===== config.mk =====
export PLATFORM = sky130hd
export DESIGN_NAME = rom_rr_arbiter_flat
export DESIGN_NICKNAME = d
export VERILOG_FILES = /design/src/rtl/rom_rr_arbiter_if.sv /design/src/rtl/rom_rr_arbiter.sv /design/src/flat_wrapper.sv
export SDC_FILE = /design/constraint.sdc
export NUM_CORES = 1
export LEC_CHECK = 0
export CORE_UTILIZATION = 35
export CTS_BUF_LIST = sky130_fd_sc_hd__clkbuf_4 sky130_fd_sc_hd__clkbuf_8
export DETAILED_ROUTE_END_ITERATION = 6
export PLACE_DENSITY = 0.67
export SLEW_MARGIN = 20
export SYNTH_ARGS = -nofsm -noshare
export SYNTH_HDL_FRONTEND = slang
export SYNTH_SLANG_ARGS = --single-unit

===== constraint.sdc =====
create_clock -name clk -period 3.2 [get_ports clk]
set_input_delay 0.48 -clock clk [delete_from_list [all_inputs] [get_ports clk]]
set_output_delay 0.48 -clock clk [all_outputs]
set_load 0.05 [all_outputs]

===== src/rtl/rom_rr_arbiter_if.sv =====
// rtl/rom_rr_arbiter_if.sv - request/grant/read-data bundle between two requesters, the arbiter and a shared ROM
//
// Purpose: groups every non-clock signal of rom_rr_arbiter.
//   slave  modport : the arbiter's view (takes requests and ROM data, drives grants, read data, ROM address)
//   master modport : the requester/ROM side's view (the mirror image)
// Signals:
//   req0/req1       requester X read request (level, held until grant)
//   addr0/addr1     requester X read address, valid while reqX=1
//   gnt0/gnt1       one-cycle grant pulse
//   rvalid0/rvalid1 one-cycle read-data-valid pulse
//   rdata0/rdata1   read data, held until the next rvalidX
//   rom_a           registered address to the shared combinational ROM
//   rom_q           ROM data, combinational from rom_a
interface rom_rr_arbiter_if #(
  parameter int AW = 4,
  parameter int DW = 8
) ();
  logic          req0;
  logic          req1;
  logic [AW-1:0] addr0;
  logic [AW-1:0] addr1;
  logic          gnt0;
  logic          gnt1;
  logic          rvalid0;
  logic          rvalid1;
  logic [DW-1:0] rdata0;
  logic [DW-1:0] rdata1;
  logic [AW-1:0] rom_a;
  logic [DW-1:0] rom_q;

  modport slave (
    input  req0, req1, addr0, addr1, rom_q,
    output gnt0, gnt1, rvalid0, rvalid1, rdata0, rdata1, rom_a
  );

  modport master (
    output req0, req1, addr0, addr1, rom_q,
    input  gnt0, gnt1, rvalid0, rvalid1, rdata0, rdata1, rom_a
  );
endinterface


===== src/rtl/rom_rr_arbiter.sv =====
// rtl/rom_rr_arbiter.sv - two-requester round-robin arbiter for one shared combinational ROM port
//
// Purpose: shares a single ROM read port between two requesters, at most one
// grant per clock. A grant at edge E0 issues the address; the data returned by
// the ROM is captured at the next edge E1 for the requester that owned the read.
// Grant and capture are pipelined, so alternating requesters get one read per cycle.
// Ports:
//   clk    input   single clock, all state updates on its rising edge
//   rst_n  input   asynchronous active-low reset
//   bus    slave   request/grant/read-data/ROM signals (see rom_rr_arbiter_if)
module rom_rr_arbiter #(
  parameter int AW = 4,
  parameter int DW = 8
) (
  input  logic             clk,
  input  logic             rst_n,
  rom_rr_arbiter_if.slave  bus
);

  logic          r_gnt0;
  logic          r_gnt1;
  logic          r_rvalid0;
  logic          r_rvalid1;
  logic [DW-1:0] r_rdata0;
  logic [DW-1:0] r_rdata1;
  logic [AW-1:0] r_rom_a;
  logic          r_owner;   // requester that owns the read currently on rom_a
  logic          r_rr;      // requester preferred on contention (not granted most recently)
  logic          r_pend;    // a read was issued at the previous edge; capture rom_q at this one

  logic          w_elig0;
  logic          w_elig1;
  logic          w_win0;
  logic          w_win1;

  // A requester sees its grant one cycle late and only then drops req, so its
  // request is masked during the cycle its grant pulse is high.
  assign w_elig0 = bus.req0 & ~r_gnt0;
  assign w_elig1 = bus.req1 & ~r_gnt1;

  // Sole eligible requester wins outright; on contention the pointer decides.
  assign w_win0  = w_elig0 & (~w_elig1 | ~r_rr);
  assign w_win1  = w_elig1 & (~w_elig0 |  r_rr);

  always_ff @(posedge clk or negedge rst_n) begin
    if (!rst_n) begin
      r_gnt0    <= 1'b0;
      r_gnt1    <= 1'b0;
      r_rvalid0 <= 1'b0;
      r_rvalid1 <= 1'b0;
      r_rdata0  <= '0;
      r_rdata1  <= '0;
      r_rom_a   <= '0;
      r_owner   <= 1'b0;
      r_rr      <= 1'b0;
      r_pend    <= 1'b0;
    end else begin
      // Issue stage
      r_gnt0 <= w_win0;
      r_gnt1 <= w_win1;
      r_pend <= w_win0 | w_win1;
      if (w_win0) begin
        r_rom_a <= bus.addr0;
        r_owner <= 1'b0;
        r_rr    <= 1'b1;
      end else if (w_win1) begin
        r_rom_a <= bus.addr1;
        r_owner <= 1'b1;
        r_rr    <= 1'b0;
      end

      // Capture stage: uses the owner/address from the previous edge, so a new
      // grant on this same edge does not disturb the read being completed.
      r_rvalid0 <= r_pend & ~r_owner;
      r_rvalid1 <= r_pend &  r_owner;
      if (r_pend && !r_owner) begin
        r_rdata0 <= bus.rom_q;
      end
      if (r_pend && r_owner) begin
        r_rdata1 <= bus.rom_q;
      end
    end
  end

  assign bus.gnt0    = r_gnt0;
  assign bus.gnt1    = r_gnt1;
  assign bus.rvalid0 = r_rvalid0;
  assign bus.rvalid1 = r_rvalid1;
  assign bus.rdata0  = r_rdata0;
  assign bus.rdata1  = r_rdata1;
  assign bus.rom_a   = r_rom_a;

endmodule


===== src/flat_wrapper.sv =====
// flat-port wrapper written by rule: the top's interface ports become plain ports
module rom_rr_arbiter_flat 
#(
  parameter int AW = 4,
  parameter int DW = 8
)
  (clk, rst_n, bus_req0, bus_req1, bus_addr0, bus_addr1, bus_rom_q, bus_gnt0, bus_gnt1, bus_rvalid0, bus_rvalid1, bus_rdata0, bus_rdata1, bus_rom_a);
  rom_rr_arbiter_if #(.AW(AW), .DW(DW)) bus_i ();
  input  logic clk;
  input  logic rst_n;
  input wire logic [$bits(bus_i.req0)-1:0] bus_req0;
  input wire logic [$bits(bus_i.req1)-1:0] bus_req1;
  input wire logic [$bits(bus_i.addr0)-1:0] bus_addr0;
  input wire logic [$bits(bus_i.addr1)-1:0] bus_addr1;
  input wire logic [$bits(bus_i.rom_q)-1:0] bus_rom_q;
  output wire logic [$bits(bus_i.gnt0)-1:0] bus_gnt0;
  output wire logic [$bits(bus_i.gnt1)-1:0] bus_gnt1;
  output wire logic [$bits(bus_i.rvalid0)-1:0] bus_rvalid0;
  output wire logic [$bits(bus_i.rvalid1)-1:0] bus_rvalid1;
  output wire logic [$bits(bus_i.rdata0)-1:0] bus_rdata0;
  output wire logic [$bits(bus_i.rdata1)-1:0] bus_rdata1;
  output wire logic [$bits(bus_i.rom_a)-1:0] bus_rom_a;
  assign bus_i.req0 = bus_req0;
  assign bus_i.req1 = bus_req1;
  assign bus_i.addr0 = bus_addr0;
  assign bus_i.addr1 = bus_addr1;
  assign bus_i.rom_q = bus_rom_q;
  assign bus_gnt0 = bus_i.gnt0;
  assign bus_gnt1 = bus_i.gnt1;
  assign bus_rvalid0 = bus_i.rvalid0;
  assign bus_rvalid1 = bus_i.rvalid1;
  assign bus_rdata0 = bus_i.rdata0;
  assign bus_rdata1 = bus_i.rdata1;
  assign bus_rom_a = bus_i.rom_a;
  rom_rr_arbiter #(.AW(AW), .DW(DW)) u_core (.clk(clk), .rst_n(rst_n), .bus(bus_i));
endmodule

Word-level counts from Yosys, hierarchy flattened

Index checks and enable logic that the tools add are counted.

Bits in registers: 27
Input bits: 20
Output and inout port bits: 24
Logic and storage cells: 35

Mux-type cells: 6
Bitwise operators: 15
Reduce and logical (&&, ||, !) cells: 4

Operators with widths:

| cell              | number |
|---|---|
| $mux 4            | 2 |
| $and 1x1->1       | 6 |
| $not 1->1         | 6 |
| $mux 1            | 4 |
| $or 1x1->1        | 3 |
| $logic_and 1x1->1 | 2 |
| $reduce_bool 2->1 | 1 |
| $logic_not 1->1   | 1 |

Depth between registers and ports, before layout

Depth in word-level cells: 7
Depth in mapped cells: 3
Mapped depth without buffers: 3

Least setup slack after synthesis

Ideal clock, no wire load.

Path kind: reg-to-reg
Start point: reg u_core.r_gnt1, in the netlist u_core.bus.gnt1
End point: reg u_core.r_rom_a[0], in the netlist u_core.bus.rom_a[0]
Arrival: 1.219 ns
Data required time: 3.077 ns
Setup slack: 1.858 ns
Stages on the path, launching flop included: 4
Cells stage by stage: dfrtp_1 -> nor2b_4 -> a21o_2 -> o221a_1

Longest elaborated chain between the ends: 6

RTL lines:

| item                                        | RTL line             | text |
|---|---|---|
| start, declared                             | rom_rr_arbiter.sv:21 | `logic r_gnt1;` |
| start signal, assigned                      | rom_rr_arbiter.sv:60 | `r_gnt1 <= w_win1;` |
| $not 1->1 *                                 | rom_rr_arbiter.sv:39 | `assign w_elig1 = bus.req1 & ~r_gnt1;` |
| $and 1x1->1 *                               | rom_rr_arbiter.sv:39 |  |
| $not 1->1                                   | rom_rr_arbiter.sv:42 | `assign w_win0 = w_elig0 & (~w_elig1 \| ~r_rr);` |
| $or 1x1->1                                  | rom_rr_arbiter.sv:42 |  |
| $and 1x1->1                                 | rom_rr_arbiter.sv:42 |  |
| $mux 4 or $reduce_bool 2->1 (tied branches) | n/a                  |  |
| end signal, assigned                        | rom_rr_arbiter.sv:63 | `r_rom_a <= bus.addr0;` |
| end signal, assigned                        | rom_rr_arbiter.sv:67 | `r_rom_a <= bus.addr1;` |
| end, declared                               | rom_rr_arbiter.sv:26 | `logic [AW-1:0] r_rom_a;` |

Mark *: on every way between the ends. The rest lies on a longest branch, timed or not.
A chain may end at the register's enable or synchronous reset.

Final worst setup path

Start point: reg u_core.r_gnt1, in the netlist u_core.bus.gnt1
End point: out bus_gnt1

RTL lines:

| item          | RTL line           | text |
|---|---|---|
| end, declared | flat_wrapper.sv:17 | `output wire logic [$bits(bus_i.gnt1)-1:0] bus_gnt1;` |

No word-level cell between the ends.

==> flow_summary.toml <==
[grt]
grt_pass1_vias = 692
antenna_found_initial = 0
grt_pass1_wl_um = 3110
grt_usage_pct = 12.1
grt_max_degree = 28
grt_overflow = 0

[clock_network]
cts_hold_buf = 0
ctsResizeCount = 0
clockRootBuffer = "clkbuf_4"
cts_sinks = 27
cts_setup_buffers = 0
cts_buffers = 3
cts-htree-levels = 1
cts_max_path_buffers = 2
cts_tree = "done"
insertion_delay_ps = 310
path_clk_slew_ps = 130

[yosys]
ys_ff_latch = 27
syn_area_sq_um = 1080
ys_types = 18
synthMuxAreaShare_pct = 19.5
synthSimpleGateAreaFrac_pct = 8.26
synth_area_per_cell_sq_um = 15.6
synth_compound_area_share_pct = 6.98
synth.net_count = 89
synth-seq-area-share_pct = 62.8
syn_inst = 69
synth-xor-area-share_pct = 0
ys_warn_count = 0
synth_fa_ha_area_share_pct = 0
synth_top_family_by_area = "multiplexers"

[power_and_ir_drop]
p_total_uw = 1550
powerDensity_nw_per_um2 = 985
power.leakage_uw = 0.000705
irDropWorstVdd_uv = 342

[cells_and_area]
multi_input_area_sq_um = 374
drive_gt1_share_pct = 22.4
syn_to_final_growth_pct = 46.0
final_nets = 137
antenna_cells = 0
fillers = 226
seq_area_sq_um = 676
fin_util_pct = 55.6
post-route-cell-area_sq_um = 1570

[critical_path]
crit_arrival_ps = 1570
cp_cell_sequence = "clkdlybuf4s50_1"
cp.required_ps = 2720
start_kind = "flop"
cp_slowest_cell = "clkdlybuf4s50_1"
crit_family = "buffers and inverters"
setup.worst_path.class = "flop to output pin"
cp-end-kind = "output pin"
path_buf_inv = 1
slowest_delay_ps = 830
crit_fanout = 3

[timing]
finalSetupViolCount = 0
fin_skew_ps = 5.19
rsz0062_at_grt = "false"
relSlewSlack_pct = 60.1
fin_crit_sh_pct = 64.1
fmax_mhz = 487
layout_setup_ws_ps = 1150
post-route-min-period_ps = 2050
hold_viol = 0
tns_ps = 0
worst_pin_slew_ps = 599
slew_violations = 0

[floorplanning]
initial_core_util_pct = 38.0
rows = 19
die_x_um = 57.4
ios = 44
die_height_um = 57.4
dieArea_sq_um = 3300
coreArea_sq_um = 2830

[place]
port-buffer-count = 43
place_ws_ps = 1500
postPlaceCellArea_sq_um = 1540
gp_congestion = 0.720
dp_hpwl_um = 1420

[route]
vias_per_cell = 4.87
drt-initial-drc-count = 18
route.detailed.drc = 4
drt_wl_total_um = 1930
antenna_left = 0
wl_per_cell_um = 13.1
vias = 716
drt-pass1-iter-count = 6

[run_status]
violations = "design-rule violations"
status = "finished with violations"

[run]
maxCapViolations = 0

[min_path]
hp-class = "input pin to asynchronous set/reset pin"
==> logic make-up after synthesis <==
family,after synthesis
simple gates,13
compound gates,8
buf+inv,5
mux,16
flops,27
==> synth_stat cells <==
library cell,n,share of area (%)
inv_1,4,1.4
nand2_2,1,0.58
nor2b_1,1,0.58
a21oi_1,1,0.46
or3_1,4,2.3
nor2b_4,1,1.3
nor2_1,2,0.70
o221a_1,4,4.2
mux2_2,8,8.4
nand2b_4,1,1.3
nand2_1,1,0.35
buf_6,1,1.0
o21ai_2,1,0.81
a21o_1,1,0.70
mux2_4,8,11
a21o_2,1,0.81
nand2b_1,2,1.2
dfrtp_1,27,63
==> flip-flops by register name, summed over array words and instances (netlist names) <==
name,cells
u_core.bus.rdata1,8
u_core.bus.gnt0,1
u_core.bus.rvalid0,1
u_core.r_rr,1
u_core.bus.rdata0,8
u_core.bus.rom_a,4
u_core.r_pend,1
u_core.bus.rvalid1,1
u_core.r_owner,1
u_core.bus.gnt1,1
==> area by class of cell <==
cell class,count,area share [%]
Clock buffer,4,1.91
Inverter,4,0.955
Sequential cell,27,43.0
Timing Repair Buffer,44,27.9
Multi-Input combinational cell,37,23.8
Tap cell,31,2.47
==> cells in the final DEF, fill, tap and decap left out <==
cell | synthesis | routed
nand2_1 | 1 | 1
a21oi_1 | 1 | 1
nand2_2 | 1 | 1
nor2b_1 | 1 | 1
a21o_1 | 1 | 1
mux2_4 | 8 | 8
buf_4 | 0 | 1
dfrtp_1 | 27 | 27
inv_1 | 4 | 4
or3_1 | 4 | 4
nand2b_4 | 1 | 1
clkbuf_4 | 0 | 4
nand2b_1 | 2 | 2
nor2b_4 | 1 | 1
o221a_1 | 4 | 4
mux2_2 | 8 | 8
a21o_2 | 1 | 1
clkdlybuf4s50_1 | 0 | 43
o21ai_2 | 1 | 1
nor2_1 | 2 | 2
==> final timing paths <==
| kind | startpoint | to | slack [ps] | cells after the start |
|---|---|---|---|---|
| max in group asynchronous | rst_n | u_core.bus.rdata1[2]$_DFFE_PN0P_ | 2430 | 2 |
| min reg2reg | u_core.bus.rdata1[2]$_DFFE_PN0P_ | u_core.bus.rdata1[2]$_DFFE_PN0P_ | 520 | 1 |
| min in group clk | u_core.bus.rdata1[2]$_DFFE_PN0P_ | u_core.bus.rdata1[2]$_DFFE_PN0P_ | 520 | 1 |
| max reg2reg | u_core.r_owner$_DFFE_PN0P_ | u_core.bus.rdata0[4]$_DFFE_PN0P_ | 1830 | 2 |
| min | rst_n | u_core.bus.rdata0[1]$_DFFE_PN0P_ | 520 | 2 |
| max | u_core.bus.gnt1$_DFF_PN0_ | bus_gnt1 | 1150 | 1 |
==> where the power goes <==
| part | leakage, uW | switching (uW) | internal (uW) |
|---|---|---|---|
| clock network | 0.0000184 | 90.2 | 57.1 |
| logic | 0.000369 | 529 | 341 |
| registers | 0.000317 | 69.6 | 462 |
==> routing by layer <==
metal	global-route usage, %	vias up	share of wire (%)
li1	-	337	-
met1	17.6	342	48
met2	17.3	37	42
met3	4.08	0	9.8
met4	3.14	0	0
met5	0	-	0
==> through the flow <==
stage | instances | hold WS (ps)
after global placement | 143 | 490
after CTS | 147 | 524
final | 147 | 520
after global routing | 147 | 535
after floorplan | 69 | 184
after detailed placement | 143 | 497
Power figures use the tool's default switching activity.
